==> src/rtl/sd_cmd_ctrl.sv <==
// SD host command-path controller: issues a command frame to the physical layer,
// then waits for, captures and checks the response, or flags a timeout.
module sd_cmd_ctrl #(
  parameter int unsigned ARG_W       = 32,
  parameter int unsigned IDX_W       = 6,
  parameter int unsigned RSP_FRAME_W = 136,
  parameter int unsigned TIMEOUT_CYC = 64
) (
  input  logic                     clk_host,
  input  logic                     reset_host,
  input  logic                     new_command,
  input  logic [ARG_W-1:0]         cmd_argument,
  input  logic [IDX_W-1:0]         cmd_index,
  input  logic [1:0]               resp_type,
  input  logic                     phy_done,
  input  logic                     strobe_in,
  input  logic [RSP_FRAME_W-1:0]   cmd_in,
  output logic [RSP_FRAME_W-9:0]   response,
  output logic                     CMD_COMPLETE,
  output logic                     CMD_TIMEOUT,
  output logic                     CMD_INDEX_ERR,
  output logic                     strobe_out,
  output logic                     idle_out,
  output logic [IDX_W+ARG_W+1:0]   cmd_out
);

  localparam int unsigned RESP_W   = RSP_FRAME_W - 8;
  localparam logic [7:0]  CNT_LAST = 8'(TIMEOUT_CYC - 1);

  typedef enum logic [2:0] {
    IDLE,
    SEND,
    WAIT_PHY,
    WAIT_RESP,
    DONE
  } state_t;

  state_t                 state_q, state_d;
  logic [7:0]             cnt_q, cnt_d;
  logic                   rsp_none_q, rsp_none_d;
  logic                   rsp_long_q, rsp_long_d;
  logic                   timeout_d, idx_err_d;
  logic [RESP_W-1:0]      response_d;
  logic [IDX_W+ARG_W+1:0] cmd_out_d;

  always_comb begin
    state_d    = state_q;
    cnt_d      = cnt_q;
    rsp_none_d = rsp_none_q;
    rsp_long_d = rsp_long_q;
    timeout_d  = 1'b0;
    idx_err_d  = 1'b0;
    response_d = response;
    cmd_out_d  = cmd_out;
    case (state_q)
      IDLE: begin
        if (new_command) begin
          cmd_out_d  = {1'b0, 1'b1, cmd_index, cmd_argument};
          rsp_none_d = (resp_type == 2'b00);
          rsp_long_d = (resp_type == 2'b10);
          state_d    = SEND;
        end
      end
      SEND: state_d = WAIT_PHY;
      WAIT_PHY: begin
        if (phy_done) begin
          if (rsp_none_q) begin
            state_d = DONE;
          end else begin
            state_d = WAIT_RESP;
            cnt_d   = '0;
          end
        end
      end
      WAIT_RESP: begin
        // A frame arriving on the last counted cycle takes priority over the timeout.
        if (strobe_in) begin
          if (rsp_long_q) begin
            response_d = cmd_in[RSP_FRAME_W-1:8];
          end else begin
            response_d = RESP_W'(cmd_in[39:8]);
            idx_err_d  = (cmd_in[45:40] != 6'(cmd_out[ARG_W +: IDX_W]));
          end
          state_d = DONE;
        end else if (cnt_q == CNT_LAST) begin
          timeout_d = 1'b1;
          state_d   = DONE;
        end else begin
          cnt_d = cnt_q + 8'd1;
        end
      end
      DONE:    state_d = IDLE;
      default: state_d = IDLE;
    endcase
  end

  // Outputs are registered from the next-state decode so they line up with state_q;
  // the status flags exist only for the single DONE cycle.
  always_ff @(posedge clk_host or negedge reset_host) begin
    if (!reset_host) begin
      state_q       <= IDLE;
      cnt_q         <= '0;
      rsp_none_q    <= 1'b0;
      rsp_long_q    <= 1'b0;
      response      <= '0;
      cmd_out       <= '0;
      strobe_out    <= 1'b0;
      idle_out      <= 1'b1;
      CMD_COMPLETE  <= 1'b0;
      CMD_TIMEOUT   <= 1'b0;
      CMD_INDEX_ERR <= 1'b0;
    end else begin
      state_q       <= state_d;
      cnt_q         <= cnt_d;
      rsp_none_q    <= rsp_none_d;
      rsp_long_q    <= rsp_long_d;
      response      <= response_d;
      cmd_out       <= cmd_out_d;
      strobe_out    <= (state_d == SEND);
      idle_out      <= (state_d == IDLE);
      CMD_COMPLETE  <= (state_d == DONE);
      CMD_TIMEOUT   <= timeout_d;
      CMD_INDEX_ERR <= idx_err_d;
    end
  end

endmodule
==> config.mk <==
export PLATFORM = sky130hd
export DESIGN_NAME = sd_cmd_ctrl
export DESIGN_NICKNAME = d
export VERILOG_FILES = /design/src/rtl/sd_cmd_ctrl.sv
export SDC_FILE = /design/constraint.sdc
export NUM_CORES = 1
export LEC_CHECK = 0
export ABC_AREA = 1
export CORE_ASPECT_RATIO = 0.7
export CORE_MARGIN = 2
export CORE_UTILIZATION = 41
export CTS_CLUSTER_DIAMETER = 100
export DETAILED_ROUTE_END_ITERATION = 12
export GPL_ROUTABILITY_DRIVEN = 0
export PLACE_DENSITY = 0.89
export SLEW_MARGIN = 5
export SYNTH_ARGS = -nofsm -noshare
export SYNTH_HDL_FRONTEND = slang
export SYNTH_SLANG_ARGS = --single-unit
==> constraint.sdc <==
create_clock -name clk_host -period 1.98 [get_ports clk_host]
set_input_delay 0.198 -clock clk_host [delete_from_list [all_inputs] [get_ports clk_host]]
set_output_delay 0.198 -clock clk_host [all_outputs]
set_load 0.02 [all_outputs]
==> reports/results.txt, run 1 <==
Post-Place Cell Area: 11200 um2
FMAX: 578 MHz
Clock skew: 0.0111 ns
Layout cells sized above 1: 4.77%
Element type at the critical path end: output port
CP Max Fanout: 1
Clock sink total: 185
Die X: 165 um
Area growth, synth to finish: 58.4%
Worst Path Buf+Inv: 1
DRC: 0
Post-synth top area share: 61.8%
CTS tree: yes
Netlist cell types: 25
Yosys top cell by area: dfrtp_1
First-pass GRT wire length: 33.1 mm
Simple-gate area share of the yosys netlist: 31.2%
Min Tclk post-route: 1.73 ns
PortBufs: 344
CP Launch Type: register
CTS clock-pin slew for the worst setup and hold paths: 0.07 ns
Routed Antenna Nets: 0
Via count: 6887
Largest family of logic cells by synthesized area: simple AND/OR/NAND/NOR gates
Adder-Cell Fraction of Synth Area: 0.168%
Post-synthesis compound-gate area fraction: 1.38%
Starting Density: 41.6%
Placed instance count: 1400
YS warnings: 0
Rows: 41
Layout fillers: 1362
Mean Syn Cell Area: 8.75 um2
Core area: 17900 um2
Fin Setup TNS: 0 ns
Worst-path cell chain: clkdlybuf4s50_1
Final wirelength: 22.0 mm
Max-slew violations: 0
Clock Path Buffers: 2
Pwr/cell area: 1610 nW/um2
FF+latch count, synth: 185
Diode count: 0
Pin count of the biggest net entering global routing: 63
Clk root buf: clkbuf_16
Mux contribution to synthesized area: 0%
IO Pins: 354
Leakage power: 0.00579 uW
Final instance area: 11800 um2
DRT iter0 DRCs: 526
XOR/XNOR Fraction of Synth Area: 0.471%
Final Hold Fails: 0
Pre-antenna DRT Iters: 5
Post-DR wirelength/cell: 15.4 um
Top Family by Delay on Critical Path: buffers and inverters
Worst path slowest cell: clkdlybuf4s50_1
Final std cells w/o fill: 1431
Clk_lat worst skew: 0.42 ns
Syn Std Cell Area: 7440 um2
Initial antenna violation count: 0
Pre-CTS setup slack: 0.240 ns
Die height: 117 um
Seq/Total Area, Yosys: 62.2%
Largest cells by area after synthesis: dfrtp_1, nand2_1, nand3_1
Most frequent cells in the layout: nand2_1, clkdlybuf4s50_1, dfrtp_1
Worst IR Drop VDD: 0.875 mV
Syn Nets: 1033
Final Cycle Share: 87.4%
Full die area: 19300 um2
Syn Inst Count: 851
Max_slew headroom: 61.5%
Post-route setup slack: 0.249 ns
Dpl hpwl: 16.1 mm
Final Setup Violations: 0
Required time worst endpoint: 1.78 ns
CP Class: reg2out
Most common cell after layout, fill and taps aside: nand2_1
Status: completed
HP Class: in2reg
Slew @ Worst Pin: 0.578 ns
Vias per cell: 4.81
Htree depth: 4
Crit path DAT: 1.53 ns
Nets@finish: 1366
CTS Buf Count: 17
RSZ-0062 raised after global routing: no
GR Util All Layers: 22.2%
Max Cap Violations: 0
Reg2reg setup slack: 0.34 ns
Total congestion overflow: 0
CP peak stage delay: 0.60 ns
Vias in the first global route: 6565
[worst paths after layout]
check / from / to / cells after the start
worst max register to register: state_q[2] / response[50] / 7
max in group asynchronous: reset_host / response[119] / 3
worst max-delay path: idle_out / idle_out / 1
worst min-delay path: cmd_argument[9] / cmd_out[9] / 3
worst min register to register: cmd_out[38] / cmd_out[38] / 1
min in group asynchronous: reset_host / response[104] / 2
[worst reg2reg max path: cells and delay by family (launching register included)]
family	cells	cell delay, ns
buf+inv	3	0.51
simple gates	4	0.59
flops	1	0.44
[registers in the layout (all words and copies together) (netlist names)]
name and count:
CMD_INDEX_ERR 1, CMD_COMPLETE 1, rsp_long_q 1, cmd_out 39, strobe_out 1, response 128, rsp_none_q 1, CMD_TIMEOUT 1
state_q 3, idle_out 1, cnt_q 8
[area by class of cell]
cell class	instances	area (um2)	share of cell area, %
inverter	20	77.6	0.658
clock inverter	12	164	1.39
clock buffer	18	439	3.73
timing repair buffer	362	3700	31.4
tap	236	295	2.50
sequential	185	4630	39.3
multi-input combinational	598	2480	21.0
[Yosys cell counts (all sizes together)]
cell	number
and2	1
buf	23
clkbuf	25
conb	1
dfrtp	184
dfstp	1
ha	1
inv	20
nand2	439
nand3	109
nand3b	2
nor2	21
nor3	1
o211ai	2
o21ai	13
o31ai	3
or2	1
xor2	4
[power breakdown]
group          internal (uW)  total [uW]  switching (uW)
combinational           4060        8840            4780
clock                   2030        3520            1490
sequential              5510        6670            1160
total                  11600       19000            7420
[repair_timing]
item | CTS | global route
setup endpoints to repair | 0 | 1
resized for setup | 0 | 1
hold buffers | 1 | 0
endpoints found under the hold margin | 55 | 0
setup buffers | 0 | 0
[kinds of logic (layout without fill, tap and decap cells)]
logic type,after synthesis,in the layout
other,1,1
AO/OA/AOI/OAI,18,18
buffers and inverters,68,412
AND/OR/NAND/NOR,574,574
adder cells (fa/ha/maj),1,1
flip-flops,185,185
XOR/XNOR,4,4
[per-layer routing]
layer,track usage (%),wire (um),share of wire [%],up-vias
li1,-,-,-,3316
met1,26.2,8830,40,3299
met2,38.6,11100,50,255
met3,8.38,1900,8.6,17
met4,5.22,257,1.2,0
met5,0,0,0,-
[per-stage QoR]
step	hold slack (ns)	power, uW	util [%]
after floorplan	-0.0976	10800	-
after global placement	0.225	15300	62.4
after detailed placement	0.228	15600	62.4
after CTS	0.291	19200	65.8
after global routing	0.301	20100	65.8
final	0.309	19000	65.8
Note: power is estimated with default switching activity, not from simulation.
==> run 2: changes to the inputs <==
- SETUP_SLACK_MARGIN: unset -> 0.4
==> reports/results.txt, run 2 (synthesis gave the netlist of run 1 again) <==
CTS tree: yes
Design Power: 18200 uW
Min Tclk post-route: 1.53 ns
GR Util met3: 8.42%
Rows: 41
Met2 GRT Util: 39.2%
First-pass GRT wire length: 33.3 mm
Total congestion overflow: 0
Die height: 117 um
Reg2reg setup slack: 0.46 ns
CTS Buf Count: 17
Clock Path Buffers: 2
Max_slew headroom: 60.9%
Clk root buf: clkbuf_16
Core Util, Final: 67.0%
CP Launch Type: register
Die X: 165 um
Routed Antenna Nets: 0
Vias in the first global route: 6601
HP Start: cmd_argument[9]
Final Cycle Share: 77.1%
Pre-CTS setup slack: 0.240 ns
Crit path DAT: 1.33 ns
CTS clock-pin slew for the worst setup and hold paths: 0.07 ns
Pwr/cell area: 1520 nW/um2
Most frequent cells in the layout: nand2_1, dfrtp_1, clkdlybuf4s50_1
Max Cap Violations: 0
CP peak stage delay: 0.59 ns
Final instance area: 12000 um2
Worst Setup SP: strobe_out
DRC: 0
Starting Density: 41.6%
Element type at the critical path end: output port
Leakage power: 0.00670 uW
Fin Setup TNS: 0 ns
Core area: 17900 um2
Vias per cell: 4.88
Most flop-heavy register: response
Largest register FFs: 128
Final wirelength: 24.5 mm
Worst IR Drop VDD: 0.768 mV
Pin count of the biggest net entering global routing: 63
Worst-path cell chain: clkdlybuf4s50_1
RSZ-0062 raised after global routing: yes
Nets@finish: 1386
Post-DR wirelength/cell: 16.9 um
Reg2reg start: state_q[2]
Post-Place Cell Area: 11200 um2
Clk_lat worst skew: 0.42 ns
FMAX: 655 MHz
Htree depth: 4
Clock sink total: 185
Max-slew violations: 0
Diode count: 0
Required time worst endpoint: 1.78 ns
Slew @ Worst Pin: 0.587 ns
Worst path slowest cell: clkdlybuf4s50_1
Pre-antenna DRT Iters: 8
HP Class: in2reg
Gr busiest metal: met2
Top Family by Delay on Critical Path: buffers and inverters
Dpl hpwl: 16.1 mm
Global routing usage on met1: 26.2%
Layout fillers: 1378
Layout cells sized above 1: 6.83%
GR Util All Layers: 22.3%
IO Pins: 354
Final Setup Violations: 0
Via count: 7077
Full die area: 19300 um2
CP Class: reg2out
Post-route setup slack: 0.454 ns
Area growth, synth to finish: 61.2%
PortBufs: 344
Status: completed
Most common cell after layout, fill and taps aside: nand2_1
CP Max Fanout: 1
Initial antenna violation count: 0
Worst Path Buf+Inv: 1
Clock skew: 0.0118 ns
DRT iter0 DRCs: 598
Largest regs: response (128), cmd_out (39), cnt_q (8)
Final Hold Fails: 0
==> run 2: changes by cell type in the layout (fill, tap and decap cells not counted), moves of 3 or more <==
| cell | previous run | this run |
|---|---|---|
| dfrtp_1 | 183 | 180 |
| dlygate4sd2_1 | 0 | 157 |
| buf_4 | 8 | 11 |
| buf_6 | 0 | 4 |
| clkdlybuf4s50_1 | 343 | 172 |
| clkbuf_16 | 17 | 25 |
| dfrtp_2 | 0 | 3 |
| dlymetal6s2s_1 | 0 | 14 |
==> run 2: power by group <==
part | switching (uW) | internal, uW
Combinational | 4950 | 3150
Clock | 1490 | 2030
Sequential | 1110 | 5510
==> run 2: cell type report <==
cell class,count,area (um2),area share (%)
repair buffers,380,3860,32.2
well taps,236,295,2.46
flip-flops and latches,185,4640,38.6
clock inverters,12,164,1.37
repair inverters,1,8.76,0.0730
clock buffers,18,439,3.66
multi-input cells,599,2510,20.9
inverters,20,87.6,0.730
==> run 2: what timing repair did <==
| action | CTS | global route |
|---|---|---|
| endpoints found under the setup margin | 247 | 134 |
| gates cloned | 1 | 9 |
| endpoints found under the hold margin | 55 | 0 |
| resized for setup | 160 | 30 |
| buffers inserted | 1 | 9 |
| hold buffers | 1 | 0 |
| pin swaps | 2 | 2 |
==> run 2: per-stage QoR <==
stage,hold slack [ns],instances
5_1_grt,0.300,1451
3_3_place_gp,0.225,1400
4_1_cts,0.291,1433
2_1_floorplan,-0.0976,851
3_5_place_dp,0.228,1400
6_report,0.307,1451
==> run 2: path summary, 6_finish.rpt <==
path,endpoint,cells past startpoint
min in group asynchronous,response[104],2
worst max register to register,response[63],8
worst min register to register,cmd_out[38],1
worst min-delay path,cmd_out[9],3
worst max-delay path,strobe_out,1
max in group asynchronous,response[114],3
==> run 2: routing by layer <==
metal  routed length, um  part of all wire [%]  vias to the layer above
met2               12300                    50                      298
met1                9750                    40                     3396
met3                2150                   8.8                       22
li1                    -                     -                     3361
met5                   0                     0                        -
met4                 325                   1.3                        0
==> run 3: changes to the inputs <==
- CORE_UTILIZATION: 41 -> 37
- PLACE_DENSITY: 0.89 -> 0.86
- clock period: 1.98 -> 1.4 ns (I/O delays scaled with it)
==> reports/results.txt, run 3 (synthesis gave the netlist of run 1 again) <==
Full die area: 21300 um2
CP peak stage delay: 0.41 ns
Final instance area: 13200 um2
Final Hold Fails: 0
CP Max Fanout: 7
Pre-CTS setup slack: -0.138 ns
Rows: 43
CP Class: reg2reg
Worst Setup SP: state_q[2]
Most flop-heavy register: response
Most common cell after layout, fill and taps aside: nand2_1
RSZ-0062 raised after global routing: yes
Final Setup Violations: 3
Post-Place Cell Area: 11500 um2
Die X: 174 um
Pwr/cell area: 2260 nW/um2
Post-route setup slack: -0.00804 ns
Final std cells w/o fill: 1543
Die height: 123 um
Pin count of the biggest net entering global routing: 61
Starting Density: 37.7%
Reg2reg start: state_q[2]
Clock sink total: 185
Post-DR wirelength/cell: 17.5 um
Status: finished with violations
CTS Buf Count: 17
DRT iter0 DRCs: 538
Largest register FFs: 128
Worst path slowest cell: dfrtp_1
Initial antenna violation count: 1
Worst IR Drop VDD: 1.27 mV
CTS tree: yes
Nets@finish: 1442
Core area: 19700 um2
Clk_lat worst skew: 0.44 ns
Routed Antenna Nets: 0
Worst-path cell chain: buf_4 > buf_4 > nor2_4 > nand2_2 > nand2_4 > nand2_4 > nand2_1 > o21ai_2
Htree depth: 4
Final Cycle Share: 101%
CP Launch Type: register
Placed instance count: 1452
Vias in the first global route: 7469
Via count: 7530
Max Cap Violations: 0
Max-slew violations: 0
Crit path DAT: 1.73 ns
GR Util All Layers: 23.8%
Leakage power: 0.00676 uW
Layout fillers: 1450
Pre-antenna DRT Iters: 5
IO Pins: 354
Final wirelength: 27.0 mm
Clk root buf: clkbuf_16
Min Tclk post-route: 1.41 ns
CTS clock-pin slew for the worst setup and hold paths: 0.07 ns
Failing checks: setup timing
Total congestion overflow: 0
Required time worst endpoint: 1.73 ns
Largest regs: response (128), cmd_out (39), cnt_q (8)
HP Class: in2async
Fin Setup TNS: -0.0186 ns
Clock Path Buffers: 2
DRC: 0
Dpl hpwl: 16.9 mm
Element type at the critical path end: register
FMAX: 710 MHz
First-pass GRT wire length: 39.3 mm
PortBufs: 344
Layout cells sized above 1: 26.8%
Vias per cell: 4.88
Clock skew: 0.00883 ns
Area growth, synth to finish: 76.9%
Most frequent cells in the layout: nand2_1, dfrtp_1, clkdlybuf4s50_1
-- run 3: metrics by stage --
stage          utilization, %  hold slack (ns)  total power, uW
5_1_grt                  66.7            0.141            31400
2_1_floorplan               -           -0.156            15500
6_report                 66.7            0.152            29800
3_5_place_dp             58.1           0.0478            22500
3_3_place_gp             58.1           0.0462            22100
4_1_cts                  64.4            0.135            28800
-- run 3: final timing paths --
path / endpoint / slack (ns) / cells past startpoint
max in group asynchronous: response[93] / 0.64 / 3
hold / removal: cmd_out[26] / 0.15 / 2
min in group clk_host: response[23] / 0.23 / 3
hold reg to reg: response[12] / 0.47 / 2
setup reg to reg: cnt_q[2] / -0.008 / 8
setup / recovery: cnt_q[2] / -0.008 / 8
-- run 3: final cells by class --
class	instances	area, um2	area share [%]
multi-input cells	599	2710	20.6
clock inverters	12	114	0.865
clock buffers	19	453	3.44
inverters	20	90.1	0.684
flip-flops and latches	185	4640	35.2
diodes	1	2.50	0.0190
well taps	270	338	2.57
repair buffers	437	4820	36.6
-- run 3: routing by layer --
layer / share of wire [%] / routed length, um / GRT usage (%) / vias to the layer above
li1: - / - / - / 3478
met1: 40 / 10800 / 29.0 / 3683
met2: 50 / 13500 / 39.6 / 330
met3: 8.1 / 2180 / 8.64 / 39
met4: 1.9 / 523 / 8.32 / 0
met5: 0 / 0 / 0 / -
-- run 3: critical path, delay by kind of cell (launching register included) --
family / cells / cell delay, ns
AOI/OAI and AO/OA: 1 / 0.06
DFF: 1 / 0.41
and+or+nand+nor: 5 / 0.55
buffers and inverters: 2 / 0.28
-- run 3: power breakdown --
part           leakage [uW]  total, uW  internal (uW)  switching [uW]
logic               0.00405      15300           7450            7880
clock network      0.000281       4760           2560            2200
registers           0.00242       9740           7820            1920
-- run 3: what timing repair did --
| item | in CTS | in global routing |
|---|---|---|
| gates resized for setup | 946 | 105 |
| endpoints found under the hold margin | 184 | 0 |
| pin swaps | 5 | 10 |
| endpoints found under the setup margin | 357 | 357 |
| buffers inserted | 42 | 4 |
| hold buffers | 1 | 0 |
| gates cloned | 5 | 7 |
